[src/rtl/regfile_pkg.sv]
// rtl/regfile_pkg.sv - shared sizes, state encoding and popcount helper for the register-mask encoder
//
// Contents:
//   NUM_REGS / IDX_W / CNT_W : mask width, index width, pending-count width
//   state_t                  : IDLE (nothing pending) / SCAN (indices pending)
//   popcount32()             : number of set bits in a NUM_REGS-wide mask
package regfile_pkg;

    localparam int NUM_REGS = 32;
    localparam int IDX_W    = 5;
    localparam int CNT_W    = 6;

    typedef enum logic {
        IDLE = 1'b0,
        SCAN = 1'b1
    } state_t;

    // CNT_W is one bit wider than IDX_W so a full mask counts to 32 without wrapping.
    function automatic logic [CNT_W-1:0] popcount32(input logic [NUM_REGS-1:0] v);
        logic [CNT_W-1:0] c;
        c = '0;
        for (int i = 0; i < NUM_REGS; i++) begin
            c = c + {{(CNT_W-1){1'b0}}, v[i]};
        end
        return c;
    endfunction

endpackage

[src/rtl/prio_enc32.sv]
// rtl/prio_enc32.sv - combinational lowest-set-bit priority encoder
//
// Ports:
//   i_vec : NUM_REGS-bit input vector
//   o_idx : index of the lowest set bit (0 when i_vec is zero)
//   o_any : at least one bit of i_vec is set
module prio_enc32
    import regfile_pkg::*;
(
    input  logic [NUM_REGS-1:0] i_vec,
    output logic [IDX_W-1:0]    o_idx,
    output logic                o_any
);

    always_comb begin
        o_idx = '0;
        o_any = |i_vec;
        // Walk from the top down so the lowest set bit is the last one written.
        for (int i = NUM_REGS - 1; i >= 0; i--) begin
            if (i_vec[i]) begin
                o_idx = IDX_W'(i);
            end
        end
    end

endmodule

[src/rtl/mask_encoder.sv]
// rtl/mask_encoder.sv - converts a 32-bit register mask into a stream of register indices
//
// Accepts a register mask in IDLE, then emits the index of every set bit,
// lowest first, one per idx_valid/idx_ready handshake.
//
// Ports:
//   clock      : single clock, rising edge
//   reset      : synchronous active-low reset
//   load_valid : a mask is offered on load_mask
//   load_mask  : register mask, bit k selects register k
//   load_ready : block can accept a mask (IDLE and out of reset)
//   idx_valid  : idx holds a pending register index
//   idx        : lowest pending register index
//   idx_last   : idx is the final pending index
//   idx_ready  : consumer takes idx this cycle
//   count      : number of indices still pending (0..32)
//
// Build option:
//   REGFILE_R0_SKIP_EN : register 0 is hardwired; bit 0 of load_mask is cleared at load.
module mask_encoder
    import regfile_pkg::*;
(
    input  logic                clock,
    input  logic                reset,
    input  logic                load_valid,
    input  logic [NUM_REGS-1:0] load_mask,
    output logic                load_ready,
    output logic                idx_valid,
    output logic [IDX_W-1:0]    idx,
    output logic                idx_last,
    input  logic                idx_ready,
    output logic [CNT_W-1:0]    count
);

    state_t              r_state;
    logic [NUM_REGS-1:0] r_pending;
    logic [CNT_W-1:0]    r_count;

    logic [NUM_REGS-1:0] w_mask;
    logic [IDX_W-1:0]    w_idx;
    logic                w_any;
    logic                w_single;

`ifdef REGFILE_R0_SKIP_EN
    assign w_mask = load_mask & ~{{(NUM_REGS-1){1'b0}}, 1'b1};
`else
    assign w_mask = load_mask;
`endif

    prio_enc32 u_prio_enc32 (
        .i_vec (r_pending),
        .o_idx (w_idx),
        .o_any (w_any)
    );

    // Clearing the lowest set bit leaves zero exactly when one bit remains.
    assign w_single = w_any && ((r_pending & (r_pending - {{(NUM_REGS-1){1'b0}}, 1'b1})) == '0);

    // All index-side outputs are decoded purely from registered state, so
    // they stay stable for as long as the consumer stalls.
    assign load_ready = (r_state == IDLE) && reset;
    assign idx_valid  = (r_state == SCAN) && w_any;
    assign idx        = w_idx;
    assign idx_last   = idx_valid && w_single;
    assign count      = r_count;

    always_ff @(posedge clock) begin
        if (!reset) begin
            r_state   <= IDLE;
            r_pending <= '0;
            r_count   <= '0;
        end else begin
            case (r_state)
                IDLE: begin
                    if (load_valid) begin
                        r_pending <= w_mask;
                        r_count   <= popcount32(w_mask);
                        // An empty mask has nothing to emit, so stay ready.
                        r_state   <= (w_mask != '0) ? SCAN : IDLE;
                    end
                end
                SCAN: begin
                    // load_valid is deliberately ignored here.
                    if (idx_ready) begin
                        r_pending <= r_pending & (r_pending - {{(NUM_REGS-1){1'b0}}, 1'b1});
                        r_count   <= r_count - {{(CNT_W-1){1'b0}}, 1'b1};
                        if (w_single) begin
                            r_state <= IDLE;
                        end
                    end
                end
                default: r_state <= IDLE;
            endcase
        end
    end

endmodule

[config.mk]
export PLATFORM = sky130hd
export DESIGN_NAME = mask_encoder
export DESIGN_NICKNAME = d
export VERILOG_FILES = /design/src/rtl/regfile_pkg.sv /design/src/rtl/prio_enc32.sv /design/src/rtl/mask_encoder.sv
export SDC_FILE = /design/constraint.sdc
export NUM_CORES = 1
export LEC_CHECK = 0
export BUFFER_PORTS_ARGS = -buffer_cell sky130_fd_sc_hd__clkbuf_2
export CORE_UTILIZATION = 30
export DETAILED_ROUTE_END_ITERATION = 12
export PLACE_DENSITY_LB_ADDON = 0.3
export REMOVE_ABC_BUFFERS = 1
export SLEW_MARGIN = 20
export SYNTH_ARGS = -nofsm -noshare
export SYNTH_HDL_FRONTEND = slang
export SYNTH_SLANG_ARGS = --single-unit
[constraint.sdc]
create_clock -name clock -period 10 [get_ports clock]
set_clock_uncertainty 0.1 [all_clocks]
set_input_delay 1.5 -clock clock [delete_from_list [all_inputs] [get_ports clock]]
set_output_delay 1.5 -clock clock [all_outputs]
set_load 0.1 [all_outputs]
---- Yosys cells after proc, flatten, opt, wreduce, memory -nomap -nowiden ----
Cells that the tools add are included.
storage, ports and cells
  register bits ........................... 39
  input port bits ......................... 36
  output and inout bits ................... 14
  logic and storage cells ................. 91
operators by class
  add/sub/neg operators ................... 33
  equal/unequal tests ..................... 2
  multiplexer cells ....................... 43
  bitwise operators ....................... 2
  reduce and logical (&&, ||, !) cells .... 8
operators by type and width
  cell                                                                   number
  5-bit two-way mux                                                      32
  6-bit by 1-bit adder with 6-bit output                                 26
  32-bit two-way mux                                                     2
  32-bit one-hot mux with 2 select lines                                 1
  32-bit AND                                                             1
  32-bit zero test                                                       1
  32-bit nonzero test                                                    1
  32-bit OR reduction                                                    1
  32-bit by 1-bit subtractor with 32-bit output (second input constant)  1
  6-bit two-way mux                                                      2
  6-bit one-hot mux with 2 select lines                                  1
  5-bit by 1-bit adder with 6-bit output                                 1
  6-bit by 1-bit subtractor with 6-bit output (second input constant)    1
  4-bit by 1-bit adder with 5-bit output                                 1
  3-bit by 1-bit adder with 4-bit output                                 1
  1-bit logical AND                                                      4
  1-bit two-way mux                                                      4
  2-bit != test (second input constant)                                  2
  2-bit by 1-bit adder with 3-bit output                                 1
  1-bit by 1-bit adder with 2-bit output                                 1
  1-bit one-hot mux with 2 select lines                                  1
  2-bit AND reduction                                                    1
  1-bit inverter                                                         1

---- Longest topological paths before layout ----
  depth in word-level cells ............... 33
  depth in mapped cells ................... 20
  gate-level depth less buffers ........... 20

---- Cells and area by module ----
Synthesis repeated with hierarchy kept, for this count alone.
second synthesis, totals
  cell total of the unflattened synthesis .. 480
  area total of the unflattened synthesis .. 3673.5 um^2
by module, submodules not included
  module        times used  cells each  area each (um^2)  seq. area each (um^2)
  mask_encoder  1           415         3288.2            780.7
  prio_enc32    1           65          385.4             0.0

---- Worst setup path before layout ----
No wires, ideal clock.
  path type ............................... in2reg
  start point ............................. in load_mask[17]
  end point ............................... reg r_count[4], in the netlist count[4]
  data arrival time ....................... 5774 ps
  required time ........................... 9772 ps
  path slack .............................. 3998 ps
  stages on the path ...................... 20
  buffers on the path ..................... 0
  cells stage by stage .................... fa_1 -> inv_1 -> fa_1 -> inv_1 -> fa_1 -> inv_1 -> fa_1 -> fa_1 -> fa_1 -> inv_1 -> ha_1 -> inv_1 -> fa_1 -> inv_1 -> a21o_1 -> a21oi_1 -> xor2_1 -> o21ai_0 -> a22oi_1 -> nor2_1
on the way
  longest elaborated chain between the ends .. 17
ends and longest elaborated chain
  element                                               RTL line            source
  start: declaration                                    mask_encoder.sv:26  input logic [NUM_REGS-1:0] load_mask,
  6-bit by 1-bit adder with 6-bit output (15 in a row)  regfile_pkg.sv:23   c = c + {{(CNT_W-1){1'b0}}, v[i]};
  6-bit two-way mux                                     mask_encoder.sv:75  if (load_valid) begin
  6-bit one-hot mux with 2 select lines                 mask_encoder.sv:73  case (r_state)
  end signal: assignment                                mask_encoder.sv:77  r_count <= popcount32(w_mask);
  end signal: assignment                                mask_encoder.sv:86  r_count <= r_count - {{(CNT_W-1){1'b0}}, 1'b1};
  end: declaration                                      mask_encoder.sv:37  logic [CNT_W-1:0] r_count;
Every way passes these cells. The select of a mux whose other input is x is not followed.
A chain may end at the register's enable or synchronous reset.

---- Worst setup path after layout ----
Ends and elaborated chain as after synthesis.

==> impl_metrics.tcl <==
set metrics [dict create \
    io-pin-count 50 \
    cp-start-kind "primary input" \
    setup_viol 0 \
    cts.reportedPaths.clkPinSlew_ns 0.08 \
    grt_pass1_vias 3211 \
    die_x_um 107 \
    diodes 0 \
    hold_path.class "reg -> reg" \
    hold_viol 0 \
    die_area_mm2 0.0115 \
    synth_compound_area_share_pct 24.5 \
    cts_setup_buffers 0 \
    hpwl_um 8020 \
    fin_setup_tns_ns 0 \
    finalNetCount 539 \
    leakage_nw 1.60 \
    synth_top_family_by_area "compound AO/OA/AOI/OAI gates" \
    grt_overflow 0 \
    grt_usage_pct 19.2 \
    routed_via_density 5.52 \
    synth_ff_type "dfxtp_1" \
    wire_per_inst_um 17.0 \
    syn-cell-area_mm2 0.00333 \
    dp.cells 603 \
    grt_pass1_wl_um 17100 \
    busiest_layer "met2" \
    synth-edff-count 0 \
    numCtsBuffers 5 \
    row_count 38 \
    holdWs_ns 0.374 \
    status "complete, no violations" \
    clock_tree.htree_level_count 2 \
    grt_max_degree 34 \
    wl_um 10400 \
    netlist-cell-type-count 59 \
    yosys_warnings 0 \
    ys_ff_latch 39 \
    portBuffers 49 \
    final_cells 610 \
    synth-xor-area-share_pct 0.789 \
    holdBufCountCts 0 \
    dp_slack_ns 3.67 \
    cts.sinks 39 \
    required_ns 10.08 \
    slew_violations 0 \
    rsz0062_at_grt "no" \
    drive_above_1_share_pct 14.7 \
    gp_routability_congestion 0.874 \
    fin_ws_ns 4.05 \
    synth-simple-area-share_pct 22.4 \
    tightest_slew_ns 0.690 \
    fmax_ghz 0.168 \
    crit_path_max_fanout 3 \
    use_met1_pct 26.1 \
    arrival_ns 6.03 \
    rrSetupSlack_ns 6.79 \
    met3_usage_pct 2.60 \
    antenna_found_initial 0 \
    synthAdderAreaFrac_pct 18.8 \
    drt_iter0_drc 270 \
    fillers 1196 \
    synthArstFlopShare_pct 0 \
    clock_latency_ns 0.31 \
    syn_area_per_cell_um2 7.65 \
    ys_seq_area_share_pct 23.4 \
    post-route-period-util_pct 59.5 \
    syn_inst 435 \
    cap_violations 0 \
    initial_core_util_pct 30.7 \
    worstSetupPathType "in -> reg" \
    relSlewSlack_pct 53.8 \
    cts_buffer_depth 2 \
    p_total_mw 0.936 \
    dieHeight_um 107 \
    cts_tree "done" \
    vias 3370 \
    firstDrtPassIters 4 \
    cts_repair_resize_count 0 \
    coreArea_mm2 0.0108 \
    use_met2_pct 31.3 \
    area_growth_pct 13.5 \
    drtAntennaViolNets 0 \
    powerDensity_mw_per_mm2 248 \
    synth_mux_area_share_pct 1.50 \
    drc 0 \
    peakVddDrop_v 0.000148 \
    crit_path_end_kind "flip-flop" \
    min_period_ns 5.95 \
    clockRootBuffer "clkbuf_8" \
]
## placed cells by master (no fill, tap or decap), types with 4 or more instances in the layout
master and n:
buf_4 4, a22oi_1 9, nand2_1 41, o211ai_1 5, dfxtp_1 39, clkbuf_2 49, nor3_1 16, o22ai_1 4
inv_1 46, o21ai_0 34, a21oi_1 35, nand3_1 9, clkbuf_8 5, fa_1 24, a2111oi_0 4, or4_1 4
a31oi_1 6, nor2_1 46, mux2i_1 5, nor4_1 14, ha_1 9
## cell usage after synthesis (2+ instances only)
| cell | instances | share of area (%) |
|---|---|---|
| nor4_2 | 3 | 1.1 |
| a211oi_1 | 3 | 0.68 |
| a21o_1 | 3 | 0.68 |
| nor3_1 | 16 | 2.4 |
| o22ai_1 | 4 | 0.75 |
| o2111ai_1 | 3 | 0.79 |
| ha_1 | 9 | 3.4 |
| inv_1 | 46 | 5.2 |
| nand2_1 | 41 | 4.6 |
| a2111oi_0 | 4 | 1.1 |
| fa_1 | 24 | 14 |
| mux2i_1 | 5 | 1.5 |
| a22oi_1 | 9 | 2.0 |
| xor2_1 | 2 | 0.53 |
| nor4_1 | 14 | 2.6 |
| o21ai_0 | 34 | 5.1 |
| o21a_1 | 2 | 0.45 |
| nand4_1 | 2 | 0.38 |
| o211ai_1 | 5 | 1.1 |
| a221oi_1 | 3 | 0.79 |
| a31oi_1 | 6 | 1.1 |
| nor2b_1 | 3 | 0.56 |
| maj3_1 | 2 | 0.60 |
| buf_6 | 2 | 0.68 |
| a21oi_1 | 35 | 5.3 |
| or3_1 | 3 | 0.56 |
| nand3_1 | 9 | 1.4 |
| o21bai_1 | 2 | 0.45 |
| nor2_1 | 46 | 5.2 |
| dfxtp_1 | 39 | 23 |
| or4_1 | 4 | 0.90 |
| nand2b_1 | 2 | 0.38 |
| o31ai_1 | 3 | 0.68 |
| clkbuf_1 | 22 | 2.5 |
## critical path: stages
cell	delay, ns
clkbuf_2	0.11
fa_1	0.53
inv_1	0.05
fa_1	0.50
inv_1	0.05
fa_1	0.47
inv_1	0.05
fa_1	0.45
fa_1	0.49
fa_1	0.49
inv_1	0.04
ha_1	0.18
inv_1	0.07
fa_1	0.19
inv_1	0.05
a21o_1	0.16
a21oi_1	0.16
xor2_1	0.15
o21ai_0	0.09
a22oi_1	0.19
nor2_1	0.07
## state kept, by name (all words and copies together), names as in the netlist
register / flops
count: 6
r_pending: 32
r_state: 1
## layer usage
metal | part of all wire, % | wire, µm
met1 | 46 | 4770
met2 | 47 | 4840
met3 | 4.9 | 504
met4 | 2.3 | 236
met5 | 0 | 0
## final cells by class
class | count | area, µm² | area share [%]
Timing Repair Buffer | 53 | 275 | 7.28
Inverter | 47 | 176 | 4.67
Multi-Input combinational cell | 324 | 2260 | 59.9
Tap cell | 140 | 175 | 4.64
Clock inverter | 2 | 37.5 | 0.993
Clock buffer | 5 | 68.8 | 1.82
Sequential cell | 39 | 781 | 20.7
## metrics by stage
step,utilization [%],instance area [µm²]
3_3_place_gp,33.9,3670
5_1_grt,34.9,3780
3_5_place_dp,33.9,3670
6_report,34.9,3780
2_1_floorplan,-,3220
4_1_cts,34.9,3780
## path summary, 6_finish.rpt
kind                                     from  endpoint  depth (start not counted)
worst max-delay path            load_mask[17]  count[4]                         21
worst max register to register   r_pending[4]   r_state                          6
worst min register to register       count[1]  count[1]                          2
worst min-delay path                 count[1]  count[1]                          2
## power by group
group          total, mW  leakage, nW  switching, mW  internal (mW)
Clock              0.138       0.0502         0.0645         0.0731
Combinational      0.603         1.22          0.367          0.237
Sequential         0.195        0.321         0.0232          0.172
Total              0.936         1.60          0.454          0.482
## kinds of logic (layout without fill, tap and decap cells)
group / count (synthesis) / count (layout)
and+or+nand+nor: 152 / 152
buffers and inverters: 72 / 107
muxes: 5 / 5
adders and majority gates: 36 / 36
DFF: 39 / 39
xor gates and xnor gates: 3 / 3
AOI/OAI and AO/OA: 128 / 128
No activity file was read; power rests on OpenSTA's default activity.
